<file path="src/rtl/mem_port_arbiter.sv">
// rtl/mem_port_arbiter.sv - arbiter sharing one single-port memory between fetch (I) and data (D) ports
module mem_port_arbiter #(
  parameter int AW         = 32,
  parameter int DW         = 32,
  parameter int STARVE_LIM = 4,
  parameter int TIMEOUT    = 64
) (
  input  logic          clk,
  input  logic          reset_n,
  input  logic          i_req,
  input  logic [AW-1:0] i_addr,
  output logic          i_rvalid,
  output logic [DW-1:0] i_rdata,
  output logic          i_err,
  input  logic          d_req,
  input  logic          d_we,
  input  logic [AW-1:0] d_addr,
  input  logic [DW-1:0] d_wdata,
  output logic          d_rvalid,
  output logic [DW-1:0] d_rdata,
  output logic          d_err,
  output logic          mem_req,
  output logic          mem_we,
  output logic [AW-1:0] mem_addr,
  output logic [DW-1:0] mem_wdata,
  input  logic          mem_gnt,
  input  logic          mem_rvalid,
  input  logic [DW-1:0] mem_rdata
);

  // Streak counter must hold values 0..STARVE_LIM.
  localparam int SCW = $clog2(STARVE_LIM + 1);
  // Wait counter only needs to reach TIMEOUT-1.
  localparam int WCW = (TIMEOUT > 1) ? $clog2(TIMEOUT) : 1;

  localparam logic [SCW-1:0] STREAK_MAX = SCW'(STARVE_LIM);
  localparam logic [WCW-1:0] WAIT_LAST  = WCW'((TIMEOUT > 0) ? (TIMEOUT - 1) : 0);

  typedef enum logic [1:0] {
    ST_IDLE  = 2'd0,
    ST_ISSUE = 2'd1,
    ST_WAIT  = 2'd2,
    ST_RESP  = 2'd3
  } state_t;

  state_t         state_q;
  logic           owner_d_q;     // 1 = current transaction belongs to the data port
  logic [SCW-1:0] streak_q;
  logic [WCW-1:0] wait_cnt_q;

  logic           mem_req_q;
  logic           mem_we_q;
  logic [AW-1:0]  mem_addr_q;
  logic [DW-1:0]  mem_wdata_q;

  logic           i_rvalid_q;
  logic [DW-1:0]  i_rdata_q;
  logic           i_err_q;
  logic           d_rvalid_q;
  logic [DW-1:0]  d_rdata_q;
  logic           d_err_q;

  logic           d_wins;
  logic [SCW-1:0] streak_d;
  logic           resp_fire;
  logic [DW-1:0]  resp_rdata;
  logic           resp_err;

  // Arbitration: data wins unless a pending fetch has already been passed over STARVE_LIM times.
  always_comb begin
    d_wins   = d_req && (!i_req || (streak_q < STREAK_MAX));
    streak_d = '0;
    if (d_wins && i_req) begin
      streak_d = (streak_q < STREAK_MAX) ? (streak_q + 1'b1) : streak_q;
    end
  end

  // Response selection while waiting: real memory data first, otherwise watchdog expiry.
  always_comb begin
    resp_fire  = 1'b0;
    resp_rdata = '0;
    resp_err   = 1'b0;
    if (mem_rvalid) begin
      resp_fire  = 1'b1;
      resp_rdata = mem_we_q ? '0 : mem_rdata;
    end else if ((TIMEOUT != 0) && (wait_cnt_q == WAIT_LAST)) begin
      resp_fire = 1'b1;
      resp_err  = 1'b1;
    end
  end

  // Transaction FSM with every output registered; async reset aborts any transaction in flight.
  always_ff @(posedge clk or negedge reset_n) begin
    if (!reset_n) begin
      state_q     <= ST_IDLE;
      owner_d_q   <= 1'b0;
      streak_q    <= '0;
      wait_cnt_q  <= '0;
      mem_req_q   <= 1'b0;
      mem_we_q    <= 1'b0;
      mem_addr_q  <= '0;
      mem_wdata_q <= '0;
      i_rvalid_q  <= 1'b0;
      i_rdata_q   <= '0;
      i_err_q     <= 1'b0;
      d_rvalid_q  <= 1'b0;
      d_rdata_q   <= '0;
      d_err_q     <= 1'b0;
    end else begin
      case (state_q)
        ST_IDLE: begin
          if (i_req || d_req) begin
            owner_d_q   <= d_wins;
            mem_we_q    <= d_wins ? d_we : 1'b0;
            mem_addr_q  <= d_wins ? d_addr : i_addr;
            mem_wdata_q <= d_wins ? d_wdata : '0;
            mem_req_q   <= 1'b1;
            streak_q    <= streak_d;
            state_q     <= ST_ISSUE;
          end
        end
        ST_ISSUE: begin
          if (mem_gnt) begin
            mem_req_q  <= 1'b0;
            wait_cnt_q <= '0;
            state_q    <= ST_WAIT;
          end
        end
        ST_WAIT: begin
          if (resp_fire) begin
            if (owner_d_q) begin
              d_rvalid_q <= 1'b1;
              d_rdata_q  <= resp_rdata;
              d_err_q    <= resp_err;
            end else begin
              i_rvalid_q <= 1'b1;
              i_rdata_q  <= resp_rdata;
              i_err_q    <= resp_err;
            end
            state_q <= ST_RESP;
          end else begin
            wait_cnt_q <= wait_cnt_q + 1'b1;
          end
        end
        ST_RESP: begin
          i_rvalid_q <= 1'b0;
          d_rvalid_q <= 1'b0;
          state_q    <= ST_IDLE;
        end
        default: begin
          state_q <= ST_IDLE;
        end
      endcase
    end
  end

  assign i_rvalid  = i_rvalid_q;
  assign i_rdata   = i_rdata_q;
  assign i_err     = i_err_q;
  assign d_rvalid  = d_rvalid_q;
  assign d_rdata   = d_rdata_q;
  assign d_err     = d_err_q;
  assign mem_req   = mem_req_q;
  assign mem_we    = mem_we_q;
  assign mem_addr  = mem_addr_q;
  assign mem_wdata = mem_wdata_q;

endmodule

</file>
<file path="config.mk">
export PLATFORM = sky130hd
export DESIGN_NAME = mem_port_arbiter
export DESIGN_NICKNAME = d
export VERILOG_FILES = /design/src/rtl/mem_port_arbiter.sv
export SDC_FILE = /design/constraint.sdc
export NUM_CORES = 1
export LEC_CHECK = 0
export BUFFER_PORTS_ARGS = -buffer_cell sky130_fd_sc_hd__buf_4
export CAP_MARGIN = 0
export CORE_MARGIN = 5
export CORE_UTILIZATION = 44
export DETAILED_ROUTE_END_ITERATION = 8
export PLACE_DENSITY_LB_ADDON = 0.12
export SLEW_MARGIN = 20
export SYNTH_ARGS = -nofsm -noshare
export SYNTH_HDL_FRONTEND = slang
export SYNTH_SLANG_ARGS = --single-unit
</file>
<file path="constraint.sdc">
create_clock -name clk -period 2.93 [get_ports clk]
set_input_delay 0.1465 -clock clk [delete_from_list [all_inputs] [get_ports clk]]
set_output_delay 0.1465 -clock clk [all_outputs]
set_load 0.02 [all_outputs]
</file>
# After elaboration in Yosys (flattened, before gate mapping)

Cells that the tools add are included.

Register bits after elaboration: 146
Bits of input ports: 135
Output and inout bits: 134
Logic and storage cells: 73

Add/subtract/negate cells: 2
Order comparisons: 1
Equality and inequality tests: 11
Mux-type cells: 26
Bitwise operators: 1
Reduce and logical (&&, ||, !) cells: 18

Operator list:

| cell                                                 | number |
|---|---|
| two-way mux 32 bit                                   | 4 |
| AND reduction 3 bit                                  | 8 |
| != test 2 bit (second input constant)                | 7 |
| two-way mux 6 bit                                    | 2 |
| one-hot mux 6 bit (2 select lines)                   | 1 |
| two-way mux 1 bit                                    | 10 |
| one-hot mux 2 bit (4 select lines)                   | 1 |
| adder 6 x 1 -> 6 bit (second input constant)         | 1 |
| equality test 6 bit (second input constant)          | 1 |
| two-way mux 2 bit                                    | 3 |
| two-way mux 3 bit                                    | 2 |
| one-hot mux 1 bit (2 select lines)                   | 3 |
| nonzero test 2 bit                                   | 3 |
| equality test 2 bit (second input constant)          | 2 |
| adder 3 x 1 -> 3 bit (second input constant)         | 1 |
| < comparator 3 bit (second input constant)           | 1 |
| equality test 2 x 1 -> 1 bit (second input constant) | 1 |
| logical AND 1 bit                                    | 2 |
| zero test 2 bit                                      | 1 |
| logical OR 1 bit                                     | 2 |
| AND reduction 2 bit                                  | 1 |
| zero test 1 bit                                      | 1 |
| NOT 1 bit                                            | 1 |

# Depth between registers and ports, before layout

Gate-level depths: netlist (run 1).

Depth in word-level cells: 6
Gate-level depth with buffers: 8
Mapped depth without buffers: 6

# Worst setup path before layout (run 1)

OpenSTA, ideal clock, no wires.

Path type: register to register
Start point: reg state_q[0]
End point: reg i_rdata_q[10] (netlist: i_rdata[10])
Arrival: 1,484 ps
Slack: 1,325 ps
Stages on the path, launching flop included: 9
Clock period less this slack: 1,605 ps
Path through: dfrtp_1 > inv_1 > ha_1 > buf_2 > and2b_2 > nand2_1 > nor2_1 > buf_2 > a22o_1

Cells in the longest elaborated chain, start to end: 2

Ends and longest elaborated chain:

| what                          | RTL line | RTL |
|---|---|---|
| start: declaration            | 46       | `state_t state_q;` |
| start signal: assignment      | 95       | `state_q <= ST_IDLE;` |
| start signal: assignment      | 119      | `state_q <= ST_ISSUE;` |
| start signal: assignment      | 126      | `state_q <= ST_WAIT;` |
| equality test 2 bit           | 110      | `case (state_q)` |
| AND reduction 3 bit (no line) | --       |  |
| end signal: assignment        | 137      | `i_rdata_q <= resp_rdata;` |
| end: declaration              | 57       | `logic [DW-1:0] i_rdata_q;` |

Every way passes these cells.
A chain may end at the register's enable or synchronous reset.

# Worst setup path after layout (run 1)

Start point: reg state_q[0]
End point: reg wait_cnt_q[0]

Cells in the longest elaborated chain, start to end: 3
Elaborated cells on any way between the ends: 7

Ends and longest elaborated chain:

| what                                                                | RTL line | RTL |
|---|---|---|
| equality test 2 bit or equality test 2 x 1 -> 1 bit (tied branches) | 110      |  |
| != test 2 bit (no line) or nonzero test 2 bit (tied branches)       | --       |  |
| AND reduction 3 bit (no line)                                       | --       |  |
| end signal: assignment                                              | 142      | `wait_cnt_q <= wait_cnt_q + 1'b1;` |
| end: declaration                                                    | 49       | `logic [WCW-1:0] wait_cnt_q;` |

Parallel ways exist; a longest one is shown, timed or not.

==> metrics.txt, run 1 <==
R2R depth 6; Die Y 126 µm; fmax about 0.44 GHz; via count 4988; gpl congestion 0.723; relative slew slack about 47%; I/O Pins about 270; root buffer cell clkbuf_16; period utilisation layout 77.8%; Setup crit start state_q[0]$_DFFE_PN0P_; Least-Margin Pin Slew about 0.8 ns; Worst setup SP type flip-flop; vias in the first global route ~5300; Initial Utilization 44.8%; crit end category flip-flop; layout cells sized above 1 about two fifths; worst endpoint required time roughly 3.2 ns; Cells after Synth 456; Worst R2R Start state_q[0]$_DFFE_PN0P_; WS Path Type flip-flop to flip-flop; Util after Layout ~71%; Synth cell types 42; number of nets in the final layout 924; Worst-Skew Late Latency 0.41 ns; Post CTS Setup Buffer Count 0; design area slightly above 9000 µm²; Seq cells post-synth between 100 and 150; clock-pin slew on the worst setup and hold paths about 0.05 ns; final critical-path required period between 2 and 2.5 ns; Die W about 130 µm; syn nets 598; Max Cap Violations 0; Worst R2R Setup Slack roughly 0.65 ns; final slew viol count 0; Hold Crit Class input port to flip-flop; DRC Markers 0; pin count of the biggest net entering global routing 94; gr ovfl total 0; Setup Total Neg Slack 0 ns; CP Max Fanout 20; CTS Sinks approximately 150; Leak 4.71 nW; drt pass-1 iters 4; post-cts repair resize count 0; Worst setup endpoint wait_cnt_q[0]$_DFFE_PN0P_; RR Endpoint wait_cnt_q[0]$_DFFE_PN0P_; CTS Buf Count 17; # diodes 0; wire per inst approximately 17 µm; number of port buffers ~270; status completed; Mapped Area a little under 6000 µm²; Detailed Route WL between 15 and 20 mm; initial antenna violation count 0; Final ANT Viol Nets 0; DIE AREA between 15000 and 20000 µm²; Yosys warnings 0; Core Area about 13000 µm²; Tot GR Track Use a little over a fifth; First DRT Iteration DRCs between 300 and 400; Area Overhead vs Synth 57.5%; final setup vio count 0; PwrDens 1090 nW/µm²; Min Hold Slack 0.0291 ns; endpoints failing hold 0; Worst Path Arrival between 2 and 3 ns; Tot Pwr roughly 10 mW; Layout Skew 0.00704 ns; area of placed instances around 8100 µm²; # rows 42; # H-tree levels 4; Seq/Total Area, Yosys between 60% and 70%; Via density around 5.1; DP HPWL roughly 11 mm; Avg Cell Area, Syn roughly 13 µm²; RSZ-0062 raised after global routing false; first-pass GRT wire length approximately 27 mm; VDD IR-drop max ~630 µV; clock tree from TritonCTS yes; CTS Buffer Depth 2
## through the flow
step / setup WS [ns] / instances
floorplan: 1.33 / 456
global placement: 0.841 / 874
detailed placement: 0.697 / 874
CTS: 0.686 / 971
global route: 0.375 / 971
finish: 0.651 / 971
## final cells by class
| cell class | instances | area (µm²) |
|---|---|---|
| Fill cell | 940 | 3870 |
| Clock buffer | 22 | 454 |
| Clock inverter | 10 | 158 |
| Inverter | 5 | 18.8 |
| Sequential cell | 146 | 3650 |
| Multi-Input combinational cell | 271 | 2060 |
| Timing Repair Buffer | 341 | 2750 |
| Tap cell | 176 | 220 |
## worst min path at each step
stage          startpoint                       end  slack, ns  cells past startpoint
2_1_floorplan     reset_n         d_err$_DFFE_PN0P_      -0.15                      0
3_3_place_gp      reset_n   d_rdata[12]$_DFFE_PN0P_       0.26                      1
3_5_place_dp      reset_n   i_rdata[12]$_DFFE_PN0P_       0.26                      1
4_1_cts        i_addr[27]  mem_addr[27]$_DFFE_PN0P_      0.008                      3
5_1_grt         i_addr[1]   mem_addr[1]$_DFFE_PN0P_       0.04                      3
6_report       i_addr[27]  mem_addr[27]$_DFFE_PN0P_       0.03                      3
## registers in the layout, indices dropped and copies added (netlist names)
name        cells
state_q         2
d_rdata        32
d_err           1
i_err           1
i_rdata        32
streak_q        3
owner_d_q       1
d_rvalid        1
i_rvalid        1
mem_wdata      32
mem_addr       32
mem_we          1
mem_req         1
wait_cnt_q      6
## kinds of logic after synthesis
family	after synthesis	share of synthesized area, %
AOI/OAI and AO/OA	165	21.5
adders and majority gates	7	1.48
and+or+nand+nor	65	5.54
DFF	146	61.8
muxes	34	5.80
buffers and inverters	39	3.87
## synthesized netlist by cell type
master	count	area, µm²
o21ai_0	35	175
o211ai_1	1	7.51
nand2b_1	4	25.0
o32a_1	1	10.0
dfrtp_1	146	3650
a21oi_1	12	60.1
o21ai_4	2	32.5
a41o_1	1	10.0
a21o_1	4	30.0
o2bb2ai_1	1	8.76
buf_4	4	30.0
and2_4	1	8.76
and2_2	1	7.51
o21ai_1	1	5.00
buf_2	18	90.1
a21boi_2	1	11.3
a311o_1	1	10.0
ha_1	7	87.6
or4b_1	1	10.0
clkbuf_1	6	22.5
o22ai_1	1	6.26
and4_4	1	11.3
nand4_1	2	12.5
a21oi_2	2	17.5
nor3b_2	1	12.5
a22o_1	97	850
nand3_1	3	15.0
o31ai_1	1	7.51
a31oi_1	1	6.26
nand2_1	41	154
buf_6	6	67.6
nor4bb_1	2	20.0
nor2_1	2	7.51
o221ai_1	1	8.76
nand3b_1	1	7.51
mux2i_1	32	320
nor3b_1	2	15.0
inv_1	5	18.8
a41oi_1	2	17.5
nor2b_1	2	12.5
mux2_2	2	22.5
and2b_2	1	8.76
## critical path, stage by stage, from the launching register on
cell and delay, ns:
dfrtp_1 0.41, inv_1 0.12, ha_1 0.54, nand2b_1 0.12
a21oi_1 0.60, o22ai_1 0.15, a41o_1 0.22
## routing by layer
| layer | global-route usage, % | part of all wire (%) |
|---|---|---|
| met5 | 0 | 0 |
| met1 | 25.3 | 39 |
| met3 | 6.90 | 6.4 |
| met2 | 36.5 | 52 |
| met4 | 7.76 | 2.3 |
## where the power goes
group / internal (mW) / switching [mW]
logic: 2.06 / 2.38
registers: 2.92 / 0.572
clock network: 1.44 / 0.771
total: 6.42 / 3.72
## what timing repair did
item | CTS | global route
setup endpoints to repair | 0 | 0
hold buffers | 65 | 0
hold endpoints to repair | 183 | 0
## placed cells by master (no fill, tap or decap), drive strengths merged, types with 5 or more instances in the layout
cell / count
inv: 5
nand2: 41
dfrtp: 146
buf: 276
a21oi: 14
ha: 7
clkbuf: 22
a22o: 97
clkinv: 6
mux2i: 32
dlygate4sd3: 65
o21ai: 38
Power figures use the tool's default switching activity.
==> inputs of run 2 (changes only) <==
==> constraint.sdc (replaced) <==
create_clock -name clk -period 2.25 [get_ports clk]
set_input_delay 0.1125 -clock clk [delete_from_list [all_inputs] [get_ports clk]]
set_output_delay 0.1125 -clock clk [all_outputs]
set_load 0.02 [all_outputs]
==> run 2 against run 1 <==
Power up 34%. Non-clock buffer count increased by 46. Die area stayed put. Critical path depth down 1. Global-route usage rose by 0.41 points. Flip-flop and latch count unchanged. Clock-buffer cell count decreased by 3. Via count grew 4.7%. Register-to-register slack worse by 0.50 ns. Hold slack got worse by 0.021 ns. Critical path type unchanged. Critical endpoint is now i_rdata[18]$_DFFE_PN0P_. Highest routed layer unchanged.
==> metrics.txt, run 2 (same netlist as run 1, synthesis figures left out) <==
status completed; number of nets in the final layout between 900 and 1000; sequential fraction of design power roughly a third; fmax 0.475 GHz; CTS Sinks 146; CTS Buf Count 17; clock-pin slew on the worst setup and hold paths about 0.060 ns; Net Sw Power a little under 5 mW; VDD IR-drop max approximately 750 µV; Leak about 4.9 nW; endpoints failing hold 0; Setup Total Neg Slack 0 ns; Final ANT Viol Nets 0; Core Area ~13000 µm²; WS Path Type flip-flop to flip-flop; final slew viol count 0; combinational power share 43.7%; drt pass-1 iters 5; Area Overhead vs Synth 66.8%; final critical-path required period 2.10 ns; # H-tree levels 4; Post CTS Setup Buffer Count 0; Layout Skew 0.00508 ns; Least-Margin Pin Slew ~0.82 ns; clock tree from TritonCTS yes; root buffer cell clkbuf_16; CP Max Fanout 32; Hold Crit Class input port to flip-flop; Switching Fraction a little over a third; I/O Pins between 200 and 300; via count between 5000 and 6000; worst endpoint required time 2.60 ns; first-pass GRT wire length about 28 mm; vias in the first global route roughly 5400; layout cells sized above 1 38.6%; Initial Utilization 44.8%; Detailed Route WL 17.4 mm; crit end category flip-flop; First DRT Iteration DRCs 401; Pint about 8.6 mW; Min Hold Slack between 0.007 and 0.008 ns; Via density 5.13; Worst Path Arrival about 2.5 ns; Worst setup SP type flip-flop; gpl congestion about 0.76; # diodes 0; final setup vio count 0; initial antenna violation count 0; relative slew slack 45.3%; period utilisation layout 93.5%; CTS Buffer Depth 2; pin count of the biggest net entering global routing 61; Tot GR Track Use 21.8%; wire per inst 17.1 µm; DRC Markers 0; Die W between 100 and 150 µm; number of port buffers between 200 and 300; # rows 42; Die Y between 100 and 150 µm; Util after Layout 74.8%; Worst-Skew Late Latency slightly above 0.4 ns; RSZ-0062 raised after global routing false; gr ovfl total 0; Tot Pwr ~14 mW; Max Cap Violations 0; DP HPWL between 10 and 15 mm; Clk network pwr share 22.6%; PwrDens between 1000 and 1500 nW/µm²; DIE AREA approximately 16000 µm²; most common cell after layout, fill and taps aside buf_4; most frequent cells in the layout 271 x buf_4, 146 x dfrtp_1, 109 x dlygate4sd3_1, 97 x a22o_1, 41 x nand2_1
[run 2: changes by cell type in the layout (fill, tap and decap cells not counted), sizes merged]
cell	delta
bufinv	+1
dlygate4sd3	+44
o21ai	+1
inv	+2
clkinvlp	+2
clkbuf	-3
buf	+2
clkinv	-2
[run 2: power by group through the flow]
stage / Clock, mW / Combinational [mW] / Sequential, mW
final: 3.07 / 5.92 / 4.58
after global routing: 3.26 / 6.36 / 4.71
after CTS: 3.12 / 5.89 / 4.58
after detailed placement: 0 / 5.74 / 4.59
after global placement: 0 / 5.59 / 4.58
after floorplan: 0 / 1.94 / 5.78
[run 2: layout make-up]
| type | instances | area [µm²] |
|---|---|---|
| Clock buffer | 19 | 443 |
| Clock inverter | 13 | 206 |
| Fill cell | 866 | 3320 |
| Inverter | 5 | 18.8 |
| Multi-Input combinational cell | 272 | 2070 |
| Sequential cell | 146 | 3650 |
| Tap cell | 176 | 220 |
| Timing Repair Buffer | 387 | 3260 |
[run 2: layer usage]
layer | track usage (%) | vias up | part of all wire [%]
li1 | - | 2450 | -
met1 | 26.7 | 2568 | 39
met2 | 37.0 | 186 | 52
met3 | 7.45 | 19 | 7.0
met4 | 5.74 | 0 | 1.7
met5 | 0 | - | 0
[run 2: critical path: stages (launching register included)]
cell     delay, ns
dfrtp_1       0.42
ha_1          0.29
and4_4        0.21
and2_4        0.20
o21ai_4       0.64
a22o_1        0.27
[run 2: repair_timing]
| action | CTS | global route |
|---|---|---|
| hold buffers | 107 | 2 |
| endpoints found under the hold margin | 172 | 2 |
| gates resized for setup | 0 | 2 |
| setup endpoints to repair | 0 | 11 |
[run 2: per-stage QoR]
| stage | instances | instance area (µm²) | setup WS, ns |
|---|---|---|---|
| 2_1_floorplan | 456 | 5910 | 0.645 |
| 3_3_place_gp | 875 | 8090 | 0.189 |
| 3_5_place_dp | 875 | 8090 | 0.100 |
| 4_1_cts | 1014 | 9810 | 0.112 |
| 5_1_grt | 1018 | 9870 | 0.0536 |
| 6_report | 1018 | 9870 | 0.147 |
[run 2: path summary, 6_finish.rpt]
check                                          start  cells past startpoint                       end  slack, ns
setup / recovery           wait_cnt_q[0]$_DFFE_PN0P_                      5   i_rdata[18]$_DFFE_PN0P_       0.15
hold / removal                             i_addr[2]                      3   mem_addr[2]$_DFFE_PN0P_      0.008
setup reg to reg           wait_cnt_q[0]$_DFFE_PN0P_                      5   i_rdata[18]$_DFFE_PN0P_       0.15
hold reg to reg             mem_addr[20]$_DFFE_PN0P_                      2  mem_addr[20]$_DFFE_PN0P_       0.48
max in group asynchronous                    reset_n                      3   mem_addr[3]$_DFFE_PN0P_       1.29
min in group asynchronous                    reset_n                      2  mem_addr[27]$_DFFE_PN0P_       0.20
